$ cat config.mk
export PLATFORM = sky130hd
export DESIGN_NAME = bin_ascii_streamer
export DESIGN_NICKNAME = d
export VERILOG_FILES = /design/src/rtl/bin_ascii_streamer.sv
export SDC_FILE = /design/constraint.sdc
export NUM_CORES = 1
export LEC_CHECK = 0
export BUFFER_PORTS_ARGS = -buffer_cell sky130_fd_sc_hd__buf_2
export CORE_MARGIN = 2
export CORE_UTILIZATION = 45
export DETAILED_ROUTE_END_ITERATION = 7
export GPL_TIMING_DRIVEN = 0
export PLACE_DENSITY = 0.62
export SYNTH_ARGS = -nofsm -noshare
export SYNTH_HDL_FRONTEND = slang
export SYNTH_SLANG_ARGS = --single-unit
$ cat constraint.sdc
create_clock -name clk -period 5.61 [get_ports clk]
set_input_delay 0.8415 -clock clk [delete_from_list [all_inputs] [get_ports clk]]
set_output_delay 0.8415 -clock clk [all_outputs]
set_load 0.02 [all_outputs]
$ cat src/rtl/bin_ascii_streamer.sv
// Handshaked binary/hex/decimal ASCII formatter streaming one byte per cycle.
// Decimal values are converted in-block by a bit-serial double-dabble.
module bin_ascii_streamer #(
    parameter int WIDTH     = 32,
    parameter bit APPEND_NL = 1'b1
) (
    input  logic             clk,
    input  logic             rst_n,
    input  logic             in_valid,
    output logic             in_ready,
    input  logic [WIDTH-1:0] in_data,
    input  logic [1:0]       in_mode,
    output logic             out_valid,
    input  logic             out_ready,
    output logic [7:0]       out_char,
    output logic             out_last,
    output logic             busy
);

    function automatic int calc_ndec(input int w);
        logic [63:0] v;
        int          n;
        v = (w >= 64) ? {64{1'b1}} : ((64'd1 << w) - 64'd1);
        n = 0;
        for (int i = 0; i < 20; i++) begin
            if (v != 64'd0) begin
                v = v / 64'd10;
                n = n + 1;
            end else begin
                n = n;
            end
        end
        return n;
    endfunction

    function automatic logic [7:0] hex_ascii(input logic [3:0] n);
        return (n < 4'd10) ? {4'h3, n} : ({4'h0, n} + 8'h37);
    endfunction

    localparam int NHEX = (WIDTH + 3) / 4;
    localparam int HEXW = 4 * NHEX;
    localparam int NDEC = calc_ndec(WIDTH);
    localparam int BCDW = 4 * NDEC;

    typedef enum logic [1:0] {
        S_IDLE    = 2'd0,
        S_CONVERT = 2'd1,
        S_EMIT    = 2'd2
    } state_t;

    state_t            r_state;
    logic [WIDTH-1:0]  r_data;
    logic [1:0]        r_mode;
    logic              r_neg;
    logic [WIDTH-1:0]  r_shift;
    logic [BCDW-1:0]   r_bcd;
    logic [7:0]        r_cnt;
    logic [7:0]        r_pos;
    logic              r_in_ready;
    logic              r_out_valid;
    logic [7:0]        r_out_char;
    logic              r_out_last;
    logic              r_busy;

    state_t            w_state_nxt;
    logic              w_accept;
    logic              w_xfer;
    logic              w_neg_in;
    logic [BCDW-1:0]   w_bcd_adj;
    logic [7:0]        w_ndig;
    logic [7:0]        w_body_len;
    logic [7:0]        w_last_pos;
    logic [7:0]        w_pos;
    logic [7:0]        w_dig_k;
    logic [HEXW-1:0]   w_hex_src;
    logic              w_bit;
    logic [3:0]        w_nib;
    logic [3:0]        w_dig;
    logic [7:0]        w_char;
    logic              w_is_last;

    assign w_accept  = in_valid && r_in_ready;
    assign w_xfer    = r_out_valid && out_ready;
    assign w_neg_in  = (in_mode == 2'b11) && in_data[WIDTH-1];
    assign w_hex_src = HEXW'(r_data);

    assign in_ready  = r_in_ready;
    assign out_valid = r_out_valid;
    assign out_char  = r_out_char;
    assign out_last  = r_out_last;
    assign busy      = r_busy;

    // Double-dabble correction: add 3 to every BCD digit of 5 or more before the shift.
    always_comb begin
        w_bcd_adj = r_bcd;
        for (int i = 0; i < NDEC; i++) begin
            if (r_bcd[4*i +: 4] >= 4'd5) begin
                w_bcd_adj[4*i +: 4] = r_bcd[4*i +: 4] + 4'd3;
            end else begin
                w_bcd_adj[4*i +: 4] = r_bcd[4*i +: 4];
            end
        end
    end

    // Significant decimal digit count; a zero value still prints one digit.
    always_comb begin
        w_ndig = 8'd1;
        for (int i = 1; i < NDEC; i++) begin
            w_ndig = (r_bcd[4*i +: 4] != 4'd0) ? 8'(i + 1) : w_ndig;
        end
    end

    // Character at the position about to be presented (0 on first load, else next).
    always_comb begin
        w_pos = r_out_valid ? (r_pos + 8'd1) : 8'd0;
        case (r_mode)
            2'b00:   w_body_len = 8'(WIDTH);
            2'b01:   w_body_len = 8'(NHEX);
            default: w_body_len = w_ndig + {7'd0, r_neg};
        endcase
        w_last_pos = APPEND_NL ? w_body_len : (w_body_len - 8'd1);
        w_dig_k    = w_ndig - 8'd1 + {7'd0, r_neg} - w_pos;
        w_bit = 1'b0;
        for (int i = 0; i < WIDTH; i++) begin
            w_bit = (8'(WIDTH - 1 - i) == w_pos) ? r_data[i] : w_bit;
        end
        w_nib = 4'd0;
        for (int i = 0; i < NHEX; i++) begin
            w_nib = (8'(NHEX - 1 - i) == w_pos) ? w_hex_src[4*i +: 4] : w_nib;
        end
        w_dig = 4'd0;
        for (int i = 0; i < NDEC; i++) begin
            w_dig = (8'(i) == w_dig_k) ? r_bcd[4*i +: 4] : w_dig;
        end
        if (APPEND_NL && (w_pos == w_body_len)) begin
            w_char = 8'h0A;
        end else begin
            case (r_mode)
                2'b00:   w_char = w_bit ? 8'h31 : 8'h30;
                2'b01:   w_char = hex_ascii(w_nib);
                default: w_char = (r_neg && (w_pos == 8'd0)) ? 8'h2D : {4'h3, w_dig};
            endcase
        end
        w_is_last = (w_pos == w_last_pos);
    end

    // Next-state logic.
    always_comb begin
        w_state_nxt = r_state;
        case (r_state)
            S_IDLE: begin
                if (w_accept) begin
                    w_state_nxt = in_mode[1] ? S_CONVERT : S_EMIT;
                end else begin
                    w_state_nxt = S_IDLE;
                end
            end
            S_CONVERT: begin
                if (r_cnt == 8'(WIDTH - 1)) begin
                    w_state_nxt = S_EMIT;
                end else begin
                    w_state_nxt = S_CONVERT;
                end
            end
            S_EMIT: begin
                if (w_xfer && r_out_last) begin
                    w_state_nxt = S_IDLE;
                end else begin
                    w_state_nxt = S_EMIT;
                end
            end
            default: w_state_nxt = S_IDLE;
        endcase
    end

    // State register.
    always_ff @(posedge clk) begin
        if (!rst_n) begin
            r_state <= S_IDLE;
        end else begin
            r_state <= w_state_nxt;
        end
    end

    // Datapath and registered handshake outputs.
    always_ff @(posedge clk) begin
        if (!rst_n) begin
            r_data      <= {WIDTH{1'b0}};
            r_mode      <= 2'b00;
            r_neg       <= 1'b0;
            r_shift     <= {WIDTH{1'b0}};
            r_bcd       <= {BCDW{1'b0}};
            r_cnt       <= 8'd0;
            r_pos       <= 8'd0;
            r_in_ready  <= 1'b0;
            r_out_valid <= 1'b0;
            r_out_char  <= 8'h00;
            r_out_last  <= 1'b0;
            r_busy      <= 1'b0;
        end else begin
            r_in_ready <= (w_state_nxt == S_IDLE);
            r_busy     <= (w_state_nxt != S_IDLE);
            case (r_state)
                S_IDLE: begin
                    if (w_accept) begin
                        r_data  <= in_data;
                        r_mode  <= in_mode;
                        r_neg   <= w_neg_in;
                        r_shift <= w_neg_in ? (~in_data + WIDTH'(1)) : in_data;
                        r_bcd   <= {BCDW{1'b0}};
                        r_cnt   <= 8'd0;
                    end
                end
                S_CONVERT: begin
                    r_bcd   <= BCDW'({w_bcd_adj, r_shift[WIDTH-1]});
                    r_shift <= r_shift << 1;
                    r_cnt   <= r_cnt + 8'd1;
                end
                S_EMIT: begin
                    if (!r_out_valid || (out_ready && !r_out_last)) begin
                        r_pos       <= w_pos;
                        r_out_char  <= w_char;
                        r_out_last  <= w_is_last;
                        r_out_valid <= 1'b1;
                    end else if (out_ready) begin
                        r_out_valid <= 1'b0;
                        r_out_char  <= 8'h00;
                        r_out_last  <= 1'b0;
                    end
                end
                default: begin
                    r_out_valid <= 1'b0;
                end
            endcase
        end
    end

endmodule
# Word level (Yosys, flattened, before mapping)
# Index checks and enable logic that the tools add are counted.
[totals]
ff_bits = 137
in_bits = 38
output_inout_bits = 12
word_cells = 218
[op_classes]
add_sub_neg = 18
n_lt_le_gt_ge = 11
eq_ne = 48
mux = 94
n_bitwise = 2
n_reduce_logical = 32
[ops]
columns = ["operator", "n"]
rows = [
  ["5-bit by 8-bit == test with 1-bit output, first input constant", 16],
  ["4-bit 2-to-1 mux", 30],
  ["4-bit by 8-bit == test with 1-bit output, first input constant", 10],
  ["40-bit case mux with 2 select lines", 1],
  ["3-bit by 8-bit == test with 1-bit output, first input constant", 8],
  ["32-bit 2-to-1 mux", 2],
  ["32-bit case mux with 2 select lines", 1],
  ["4-bit by 3-bit >= comparator with 1-bit output, second input constant", 10],
  ["40-bit 2-to-1 mux", 1],
  ["4-bit by 2-bit adder with 4-bit output, second input constant", 9],
  ["1-bit 2-to-1 mux", 36],
  ["4-bit nonzero test", 9],
  ["32-bit by 1-bit adder with 32-bit output, second input constant", 1],
  ["2-bit by 8-bit == test with 1-bit output, first input constant", 4],
  ["8-bit 2-to-1 mux", 4],
  ["32-bit inverter", 1],
  ["8-bit by 1-bit adder with 8-bit output, second input constant", 2],
  ["1-bit by 8-bit == test with 1-bit output, first input constant", 2],
  ["8-bit zero test", 2],
  ["8-bit case mux with 2 select lines", 1],
  ["3-bit 2-to-1 mux", 5],
  ["7-bit 2-to-1 mux", 2],
  ["7-bit case mux with 2 select lines", 1],
  ["2-bit 2-to-1 mux", 6],
  ["other kinds (25)", 41],
]

# Logic depth before layout (Yosys ltp)
# Gate-level depths: netlist of run 1.
[logic_depth]
ltp_word = 39
depth_mapped = 21
ltp_nobuf = 21

# Worst setup path after synthesis of run 1
# No wires, ideal clock.
[synth_path]
path_kind = "reg-to-reg"
from = "reg r_bcd[20]"
to = "reg r_out_char[2] (netlist: out_char[2])"
setup_ns = 0.133
t_arrival_ns = 4.132
required_ns = 5.477
slack_ns = 1.345
path_stages_with_launch = 19
path_buffers = 2
period_less_slack_ns = 4.265
cell_sequence = "dfxtp_1 > inv_1 > ha_1 > or3b_2 > a21oi_1 > o21ai_0 > nand2_1 > nand2_1 > ha_1 > inv_1 > ha_1 > fa_1 > clkbuf_1 > clkbuf_1 > mux4_2 > mux2i_1 > o21ai_0 > a31oi_1 > a311oi_1"
[synth_between]
elab_chain_cells = 24
word_cells_on_any_way = 36
cone_classes = "4 x add/sub; 10 x eq/ne; 20 x mux; 2 x reduce/logical"
[synth_lines]
columns = ["element", "line", "rtl"]
rows = [
  ["from (decl)", "56", "logic [BCDW-1:0] r_bcd;"],
  ["from (signal assigned)", "192", "r_bcd <= {BCDW{1'b0}};"],
  ["from (signal assigned)", "210", "r_bcd <= {BCDW{1'b0}};"],
  ["from (signal assigned)", "215", "r_bcd <= BCDW'({w_bcd_adj, r_shift[WIDTH-1]});"],
  ["4-bit nonzero test (*)", "109", "w_ndig = (r_bcd[4*i +: 4] != 4'd0) ? 8'(i + 1) : w_ndig;"],
  ["3-bit 2-to-1 mux (*) (2 in series)", "109", ""],
  ["4-bit 2-to-1 mux (*) (3 in series)", "109", ""],
  ["4-bit by 1-bit subtractor with 5-bit output", "122", "w_dig_k = w_ndig - 8'd1 + {7'd0, r_neg} - w_pos;"],
  ["5-bit by 2-bit adder with 6-bit output", "122", ""],
  ["8-bit subtractor", "122", ""],
  ["8-bit zero test", "133", "w_dig = (8'(i) == w_dig_k) ? r_bcd[4*i +: 4] : w_dig;"],
  ["4-bit 2-to-1 mux (10 in series)", "133", ""],
  ["5-bit 2-to-1 mux", "141", "default: w_char = (r_neg && (w_pos == 8'd0)) ? 8'h2D : {4'h3, w_dig};"],
  ["7-bit case mux with 2 select lines", "138", "case (r_mode)"],
  ["7-bit 2-to-1 mux (*)", "135", "if (APPEND_NL && (w_pos == w_body_len)) begin"],
  ["8-bit 2-to-1 mux (*)", "220", "if (!r_out_valid || (out_ready && !r_out_last)) begin"],
  ["to (signal assigned)", "222", "r_out_char <= w_char;"],
  ["to (decl)", "61", "logic [7:0] r_out_char;"],
]
# Mark *: on every way between the ends. The rest lies on a longest branch, timed or not.
# A chain may end at the register's enable or synchronous reset.

# Final worst setup path of run 1
[layout_path]
from = "reg r_bcd[4]"
to = "reg r_out_char[1] (netlist: out_char[1])"
[layout_between]
elab_chain_cells = 28
word_cells_on_any_way = 40
cone_classes = "4 x add/sub; 10 x eq/ne; 24 x mux; 2 x reduce/logical"
[layout_lines]
columns = ["element", "line"]
rows = [
  ["4-bit nonzero test (*)", "109"],
  ["2-bit 2-to-1 mux (*) (2 in series)", "109"],
  ["3-bit 2-to-1 mux (*) (4 in series)", "109"],
  ["4-bit 2-to-1 mux (*) (3 in series)", "109"],
  ["4-bit by 1-bit subtractor with 5-bit output", "122"],
  ["5-bit by 2-bit adder with 6-bit output", "122"],
  ["8-bit subtractor", "122"],
  ["8-bit zero test", "133"],
  ["4-bit 2-to-1 mux (10 in series)", "133"],
  ["5-bit 2-to-1 mux", "141"],
  ["7-bit case mux with 2 select lines", "138"],
  ["7-bit 2-to-1 mux (*)", "135"],
  ["8-bit 2-to-1 mux (*)", "220"],
]
# Marked as above.

==> results of run 1 <==
## flip-flops by register name, summed over array words and instances (netlist names)
signal	count
busy	1
in_ready	1
out_char	7
out_last	1
out_valid	1
r_bcd	40
r_cnt	8
r_data	32
r_mode	2
r_neg	1
r_pos	8
r_shift	32
r_state	2
## synthesized netlist by cell type (all sizes together) (12+ instances only)
cell type  number
nor3b          14
nand4          12
a21oi         165
dfxtp         136
inv            41
buf            18
a31oi          19
o21ai          60
mux2i          14
xnor2          32
nor3           33
a22oi          29
nand3          61
o31ai          13
nand2b         24
ha             41
nor2           74
nand2         195
clkbuf         58
xor2           25
## per-layer routing
layer  vias up  global-route usage, %
met2       366                  40.14
met5         -                      0
met1      4428                  41.03
met3        39                  3.918
li1       4526                      -
met4         0                  7.476
## repair_timing
action | 4_1_cts | 5_1_grt
buffers inserted | 0 | 0
endpoints found under the setup margin | 0 | 1
gates resized for setup | 0 | 2
hold buffers | 0 | 0
## report_power, final
| group | internal, mW | switching [mW] |
|---|---|---|
| Sequential | 1.00 | 0.0270 |
| Clock | 0.719 | 0.475 |
| Combinational | 0.102 | 0.224 |
## critical path, cell delays in order, from the launching register on
cell and delay [ps]:
sky130_fd_sc_hd__dfxtp_1 380, sky130_fd_sc_hd__inv_1 110, sky130_fd_sc_hd__ha_1 150, sky130_fd_sc_hd__nor3b_1 390, sky130_fd_sc_hd__o21ai_0 210, sky130_fd_sc_hd__a21oi_1 180
sky130_fd_sc_hd__o21ai_0 90, sky130_fd_sc_hd__nand2_1 100, sky130_fd_sc_hd__nand2_1 100, sky130_fd_sc_hd__ha_1 360, sky130_fd_sc_hd__inv_1 50, sky130_fd_sc_hd__ha_1 310
sky130_fd_sc_hd__ha_1 270, sky130_fd_sc_hd__nor2b_1 140, sky130_fd_sc_hd__o31ai_1 550, sky130_fd_sc_hd__nor2b_1 250, sky130_fd_sc_hd__o211ai_1 130, sky130_fd_sc_hd__xnor2_1 170
sky130_fd_sc_hd__and4_1 320, sky130_fd_sc_hd__nor4bb_1 480, sky130_fd_sc_hd__o31a_1 200
## path summary, 6_finish.rpt
path / to / cells after the start / slack [ps] / from
worst max-delay path: out_char[1] / 20 / 600 / r_bcd[4]
worst min-delay path: out_char[5] / 2 / 450 / out_char[5]
worst max register to register: out_char[1] / 20 / 600 / r_bcd[4]
worst min register to register: out_char[5] / 2 / 450 / out_char[5]
## cells in the final DEF (no fill, tap or decap), types with 8 or more instances in the layout
cell and instances:
sky130_fd_sc_hd__dfxtp_1 136, sky130_fd_sc_hd__mux2i_1 14, sky130_fd_sc_hd__a21oi_1 164, sky130_fd_sc_hd__inv_1 39, sky130_fd_sc_hd__o21ai_0 58, sky130_fd_sc_hd__a31oi_1 19
sky130_fd_sc_hd__a22oi_1 29, sky130_fd_sc_hd__nor3b_1 14, sky130_fd_sc_hd__nand3_1 60, sky130_fd_sc_hd__o22ai_1 8, sky130_fd_sc_hd__nand2_1 195, sky130_fd_sc_hd__nor2_1 74
sky130_fd_sc_hd__nand2b_1 24, sky130_fd_sc_hd__clkbuf_16 17, sky130_fd_sc_hd__nor3_1 31, sky130_fd_sc_hd__buf_2 53, sky130_fd_sc_hd__nor2b_1 8, sky130_fd_sc_hd__or3_1 9
sky130_fd_sc_hd__buf_1 9, sky130_fd_sc_hd__clkbuf_1 59, sky130_fd_sc_hd__ha_1 41, sky130_fd_sc_hd__xor2_1 25, sky130_fd_sc_hd__nand4_1 12, sky130_fd_sc_hd__xnor2_1 32
sky130_fd_sc_hd__mux4_2 8, sky130_fd_sc_hd__o31ai_1 12
## cell families (layout without fill, tap and decap cells)
family | Yosys count | after routing
fa+ha+maj | 42 | 42
buf+inv | 118 | 198
simple gates | 476 | 476
mux | 23 | 23
flops | 136 | 136
xor+xnor | 57 | 57
other cells | 1 | 1
compound gates | 365 | 365
## final cells by class
type                            count  area, µm²  area share (%)
Sequential cell                   136       2723           26.55
Multi-Input combinational cell    964       5884           57.38
Inverter                           42      157.7           1.537
Clock buffer                       20      446.7           4.356
Timing Repair Buffer               48      240.2           2.343
Buffer                             76      307.8           3.001
Tap cell                          265      331.6           3.233
Clock inverter                     12      163.9           1.598
## stage by stage
step	power (mW)	hold slack (ps)	std cells
after CTS	2.548	452.7	1563
final	2.547	448.5	1563
after global placement	1.365	438.6	1531
after global routing	2.636	476.4	1563
after floorplan	1.247	432.2	1218
after detailed placement	1.366	444.2	1531
==> summary by stage, run 1 <==
Run status
The flow ran to the end, and the final reports show no timing, DRC or antenna violations.

Routing
Dividing the detail-routed via count by the number of cells gives 5.988. The total met3 wirelength after detailed routing is 1993 µm. Routed signal wires occupy layers up through met4. The count of unresolved DRC violations after routing is 0. The via total after detailed routing is 9359.

For this block, wires on met1 add up to 14230 µm. The total detailed-routing wirelength is 29130 µm. Detailed routing placed a total of 12430 µm of wire on met2. The number of iterations in the first detailed-routing pass is 5. The average routed wire per standard cell is 18.64 µm.

The remaining number of nets flagged by the antenna check after routing is 0. The first-iteration detailed-routing DRC count is 1092.

Synth
Of all cell types, the one taking the most synthesized area is sky130_fd_sc_hd__dfxtp_1. The xor/xnor cell area share of the yosys netlist is 5.503%. The share of the Yosys chip area taken by registers is 30.01%. After technology mapping, the gate count stands at 1218.

The adder-cell share of the synthesized area is 5.876%. The number of storage elements in the synthesis netlist is 136. The primary flip-flop cell chosen by synthesis mapping is sky130_fd_sc_hd__dfxtp_1. The basic-gate share of the synthesized area counting and, or, nand and nor cells is 25.31%.

In this run the mean area of a mapped cell was 7.448 µm². Summing the areas of all compound-gate instances in the mapped netlist gives 24.48% of the synthesized area. Yosys mapped a number of flops with a built-in enable equal to 0. The share of cell area taken by muxes after synthesis is 3.655%. After synthesis, the largest family of logic cells by area is simple AND/OR/NAND/NOR gates. The net count after synthesis is 1298. By area the synthesized netlist is led by sky130_fd_sc_hd__dfxtp_1 30%, sky130_fd_sc_hd__a21oi_1 9.0%, sky130_fd_sc_hd__nand2_1 8.1%. After synthesis, the netlist uses 82 different library cells. The synthesized design devotes to its leading area cell type 30.01% of total area. During synthesis, Yosys emitted a total of 0 warnings. Of all flip-flops after synthesis, the portion carrying an async set or reset was 0%. The synthesized netlist occupies a cell area of 0.009071 mm².

Global route
The initial antenna violation count is 0. The total grt overflow is 0. The overall routing resource usage is 27.16%. The first global-routing pass estimated 46550 µm of wire. The via count of the first global-routing pass was 8414. Entering global routing, the biggest net connects 17 pins.

CTS
The clock reaches the later pin of the worst-skew pair after 430 ps. The maximum level of the CTS H-tree is 4. The clock sink count is 136.

The number of buffers on the longest clock path is 2. The library cell used as clock root buffer is sky130_fd_sc_hd__clkbuf_16. Counting the buffers created by CTS gives 17. The clock transition at the register clock pins on the worst setup and hold paths after CTS is 60 ps. TritonCTS built the clock tree.

Final layout
The number of antenna diodes in the final layout is 0. The count of filler cells inserted in the layout is 2028. The final instance area is 0.01025 mm². For this run, the share of the core covered by cells in the final layout is 52.18%.

Relative to the synthesized area, the layout overhead comes to 13.05%. The final layout contains 1365 nets. The post-route netlist has 8.706% of its cells at a drive strength greater than 1.

Floorplan
The area inside the core boundary is 0.01965 mm². Pin placement for this block handled 50 I/O pins. The floorplan step set the die height to 146.0 µm.

The floorplan step set the die width to 146.0 µm. The floorplan row count is 51. For this configuration, the core starts out at a cell density of 46.15%.

The die covers 0.02131 mm².

Power and ir drop
Across the VDD grid, the largest voltage drop is 0.2086 mV. For this design the static power due to leakage is 3.607 nW. In this run the power density over the cells is 248.4 mW/mm².

Run
Across the run, the number of max-cap violations was 0.

Timing
The number of max-slew violations in the final report is 0. Setup violations remaining at the end of the flow were counted as 0. The final critical path time including I/O delays and setup is 5015 ps. The transition time of the tightest slew-check pin is 1046 ps. Setup repair after global routing left no endpoint under its margin. The relative slew slack is 29.81%. The highest clock rate is 199.4 MHz. The post-route clock skew is 11.13 ps. The part of the cycle the worst path needs is 89.39%. In the post-route analysis, the smallest setup slack over all paths is 595.3 ps. The final number of hold-violating endpoints is 0. In the final timing run, aggregate negative setup slack is 0 ps.

Place
Timing analysis after detailed placement gives a worst setup slack of 507.6 ps. At the end of routability-driven placement, the weighted congestion stood at 0.9410. After detailed placement, the total cell area comes to 0.009643 mm². The number of port buffers is 48.

Detailed placement finished with a half-perimeter wire length of 21750 µm.

Worst setup path
The kind of end point of the critical path is a flip-flop. The required arrival time at the worst endpoint is 5980 ps. The worst setup path category is flip-flop to flip-flop. The critical path arrival is 5390 ps. The kind of start point of the critical path is a flip-flop. The largest fanout of any net on the critical path is 6.

Min path
The worst hold path belongs to the class flip-flop to flip-flop.
Power figures use the tool's default switching activity.
==> run 2: changes to the inputs <==
CTS_BUF_LIST = sky130_fd_sc_hd__clkbuf_8   (was default)
CTS_CLUSTER_DIAMETER = 150   (was default)
PLACE_DENSITY = default   (was 0.62)
PLACE_DENSITY_LB_ADDON = 0.25   (was default)
==> summary by stage, run 2 (synthesized netlist as in run 1, its figures left out) <==
Timing
The relative slew slack came to 24.63% (was 29.81%). The part of the cycle the worst path needs is 94.68% (was 89.39%). The number of max-slew violations in the final report is 0 (unchanged). The transition time of the tightest slew-check pin is 1121 ps (was 1046 ps). The final critical path time including I/O delays and setup is 5311 ps (was 5015 ps). The highest clock rate is 188.3 MHz (was 199.4 MHz). The final number of hold-violating endpoints is 0 (unchanged). The setup TNS is 0 ps (unchanged).

Setup repair after global routing missed its margin: no (unchanged). The post-route clock skew is 12.81 ps (was 11.13 ps). The count of final setup violators is 0 (unchanged).

Floorplan
The die outline area is 0.02131 mm² (unchanged). The number of ports placed on the die boundary came to 50 (unchanged). The die span in x was 146.0 µm (unchanged). The initial core utilization is 46.15% (unchanged). The area inside the core boundary was 0.01965 mm² (unchanged). The height of the chip was 146.0 µm (unchanged). The floorplan row count is 51 (unchanged).

Power and ir drop
The leakage component of the power is 3.507 nW (was 3.607 nW). The peak supply drop was 0.1550 mV (was 0.2086 mV). The power per cell area is 218.3 mW/mm² (was 248.4 mW/mm²).

Worst setup path
The critical path arrival is 5630 ps (was 5390 ps). The kind of end point of the critical path is a flip-flop (unchanged). The largest fanout of any net on the critical path is 10 (was 6). The kind of start point of the critical path is a flip-flop (unchanged). The worst setup path category is flip-flop to flip-flop (unchanged).

The startpoint of the lowest-slack register-to-register path is r_bcd[12] (was r_bcd[4]). The internal reg-to-reg setup slack came to 300 ps (was 600 ps). The end of the worst register-to-register path is out_char[2] (was out_char[1]).

The required arrival time at the worst endpoint came to 5930 ps (was 5980 ps). The count of cells along the worst register-to-register path is 19 (was 20).

Final layout
Highest-count cells in the layout ignoring fill and taps: 195 x sky130_fd_sc_hd__nand2_1, 164 x sky130_fd_sc_hd__a21oi_1, 136 x sky130_fd_sc_hd__dfxtp_1, 74 x sky130_fd_sc_hd__nor2_1, 60 x sky130_fd_sc_hd__nand3_1 (unchanged). The final instance area is 0.01005 mm² (was 0.01025 mm²). The final antenna diode count is 0 (unchanged).

The largest register by flop count is r_bcd (unchanged). The area used by sequential logic in the layout is 0.002723 mm² (unchanged). The proportion of layout cells with a drive suffix above 1 is 8.706% (unchanged).

The count of filler cells inserted in the layout is 2006 (was 2028). The number of flip-flops under the largest register name is 40 (unchanged). The most frequent standard cell in the layout excluding fill and tap cells is sky130_fd_sc_hd__nand2_1 (unchanged). The number of nets in the layout is 1365 (unchanged).

The multi-input gate area in the final layout is 0.005884 mm² (unchanged). Registers with the most flip-flops: r_bcd x40, r_data x32, r_shift x32 (unchanged). The area growth from synthesis to layout was 10.74% (was 13.05%).

Global route
The overall routing resource usage is 26.09% (was 27.16%). The via count of the first global-routing pass is 8417 (was 8414). The initial antenna violation count is 0 (unchanged). The total grt overflow came to 0 (unchanged). The first-pass GRT wire length is 44890 µm (was 46550 µm). The pin count of the biggest net entering global routing was 17 (unchanged).

CTS
The number of buffers added by the clock tree synthesis step is 17 (unchanged). The number of buffers on the longest clock path is 2 (unchanged). The CTS tree was built (unchanged).

The clock transition at the register clock pins on the worst setup and hold paths after CTS is 90 ps (was 60 ps). The maximum level of the CTS H-tree was 4 (unchanged). The clock sink count is 136 (unchanged).

The number of hold-repair buffers added at the cts stage came to 0 (unchanged). The clock latency at the later pin of the worst-skew pair is 460 ps (was 430 ps). The buffers inserted during post-CTS setup optimization was 0 (unchanged).

The post-cts gate resize count is 0 (unchanged). The library cell used as clock root buffer is sky130_fd_sc_hd__clkbuf_8 (was sky130_fd_sc_hd__clkbuf_16).

Place
The area after detailed placement is 0.009643 mm² (unchanged). The global placer's final weighted congestion is 0.9524 (was 0.9410). The number of port buffers is 48 (unchanged). The placed wire-length estimate was 21160 µm (was 21750 µm).

Routing
The first-iteration detailed-routing DRC count is 1012 (was 1092). The average routed wire per standard cell is 18.01 µm (was 18.64 µm). The total detailed-routing wirelength is 28150 µm (was 29130 µm). The remaining number of nets flagged by the antenna check after routing came to 0 (unchanged). The count of unresolved DRC violations after routing is 0 (unchanged). The mean number of vias per cell was 6.004 (was 5.988). The number of iterations in the first detailed-routing pass came to 6 (was 5). The via total after detailed routing is 9384 (was 9359).

Run
The number of max-cap violations is 0 (unchanged).

Min path
The endpoint of the worst hold path is out_char[4] (was out_char[5]). The classification of the worst-slack hold path is flip-flop to flip-flop (unchanged). The number of cells on the worst hold path is 2 (unchanged).

The origin of the worst min-delay path is out_char[4] (was out_char[5]).

Run status
Run status: completed (unchanged).
## run 2: cell types whose count changed in the layout (fill, tap and decap cells not counted), sizes merged
cell and change:
bufinv -1, clkbuf -3, clkinv +1, clkinvlp +2, inv +1
## run 2: through the flow
step	power (mW)	setup WS [ps]	hold slack (ps)	cells	utilization, %
floorplan	1.247	1345	432.2	1218	-
global placement	1.362	435.3	440.6	1531	49.06
detailed placement	1.365	467.7	445.2	1531	49.06
CTS	2.199	443.4	458.0	1563	51.11
global route	2.282	65.65	471.8	1563	51.11
finish	2.193	298.7	455.7	1563	51.11
## run 2: per-layer routing
metal | up-vias | track usage (%) | part of all wire (%)
met4 | 0 | 7.087 | 1.8
li1 | 4514 | - | -
met5 | - | 0 | 0
met3 | 51 | 4.545 | 8.6
met2 | 398 | 39.32 | 43
met1 | 4421 | 38.33 | 46
## run 2: how the worst max path moves through the flow
| stage | startpoint | to | cells after the start |
|---|---|---|---|
| 2_1_floorplan | r_bcd[20] | out_char[2] | 18 |
| 3_3_place_gp | r_bcd[12] | out_char[2] | 19 |
| 3_5_place_dp | r_bcd[16] | out_char[2] | 19 |
| 4_1_cts | r_bcd[16] | out_char[2] | 19 |
| 5_1_grt | r_bcd[17] | out_char[2] | 19 |
| 6_report | r_bcd[12] | out_char[2] | 19 |
## run 2: critical path, cell delays in order, from the launching register on
cell,delay (ps)
sky130_fd_sc_hd__dfxtp_1,390
sky130_fd_sc_hd__inv_1,110
sky130_fd_sc_hd__ha_1,140
sky130_fd_sc_hd__nor3b_1,460
sky130_fd_sc_hd__o21ai_0,270
sky130_fd_sc_hd__a21oi_1,200
sky130_fd_sc_hd__o21ai_0,100
sky130_fd_sc_hd__nand2_1,100
sky130_fd_sc_hd__nand2_1,90
sky130_fd_sc_hd__ha_1,350
sky130_fd_sc_hd__inv_1,50
sky130_fd_sc_hd__ha_1,300
sky130_fd_sc_hd__fa_1,530
sky130_fd_sc_hd__clkbuf_1,430
sky130_fd_sc_hd__clkbuf_1,470
sky130_fd_sc_hd__mux4_2,590
sky130_fd_sc_hd__mux2i_1,160
sky130_fd_sc_hd__o21ai_0,130
sky130_fd_sc_hd__a31oi_1,180
sky130_fd_sc_hd__a311oi_1,120
## run 2: area by class of cell
cell class	instances	area share [%]
Buffer	76	3.051
Clock buffer	17	2.329
Clock inverter	15	1.681
Inverter	42	1.569
Multi-Input combinational cell	964	58.58
Sequential cell	136	27.10
Tap cell	265	3.301
Timing Repair Buffer	48	2.391
## run 2: where the power goes
group	internal (mW)	switching [mW]	total, mW
clock	0.405	0.437	0.842
combinational	0.102	0.223	0.325
sequential	0.999	0.0269	1.03
total	1.51	0.687	2.19
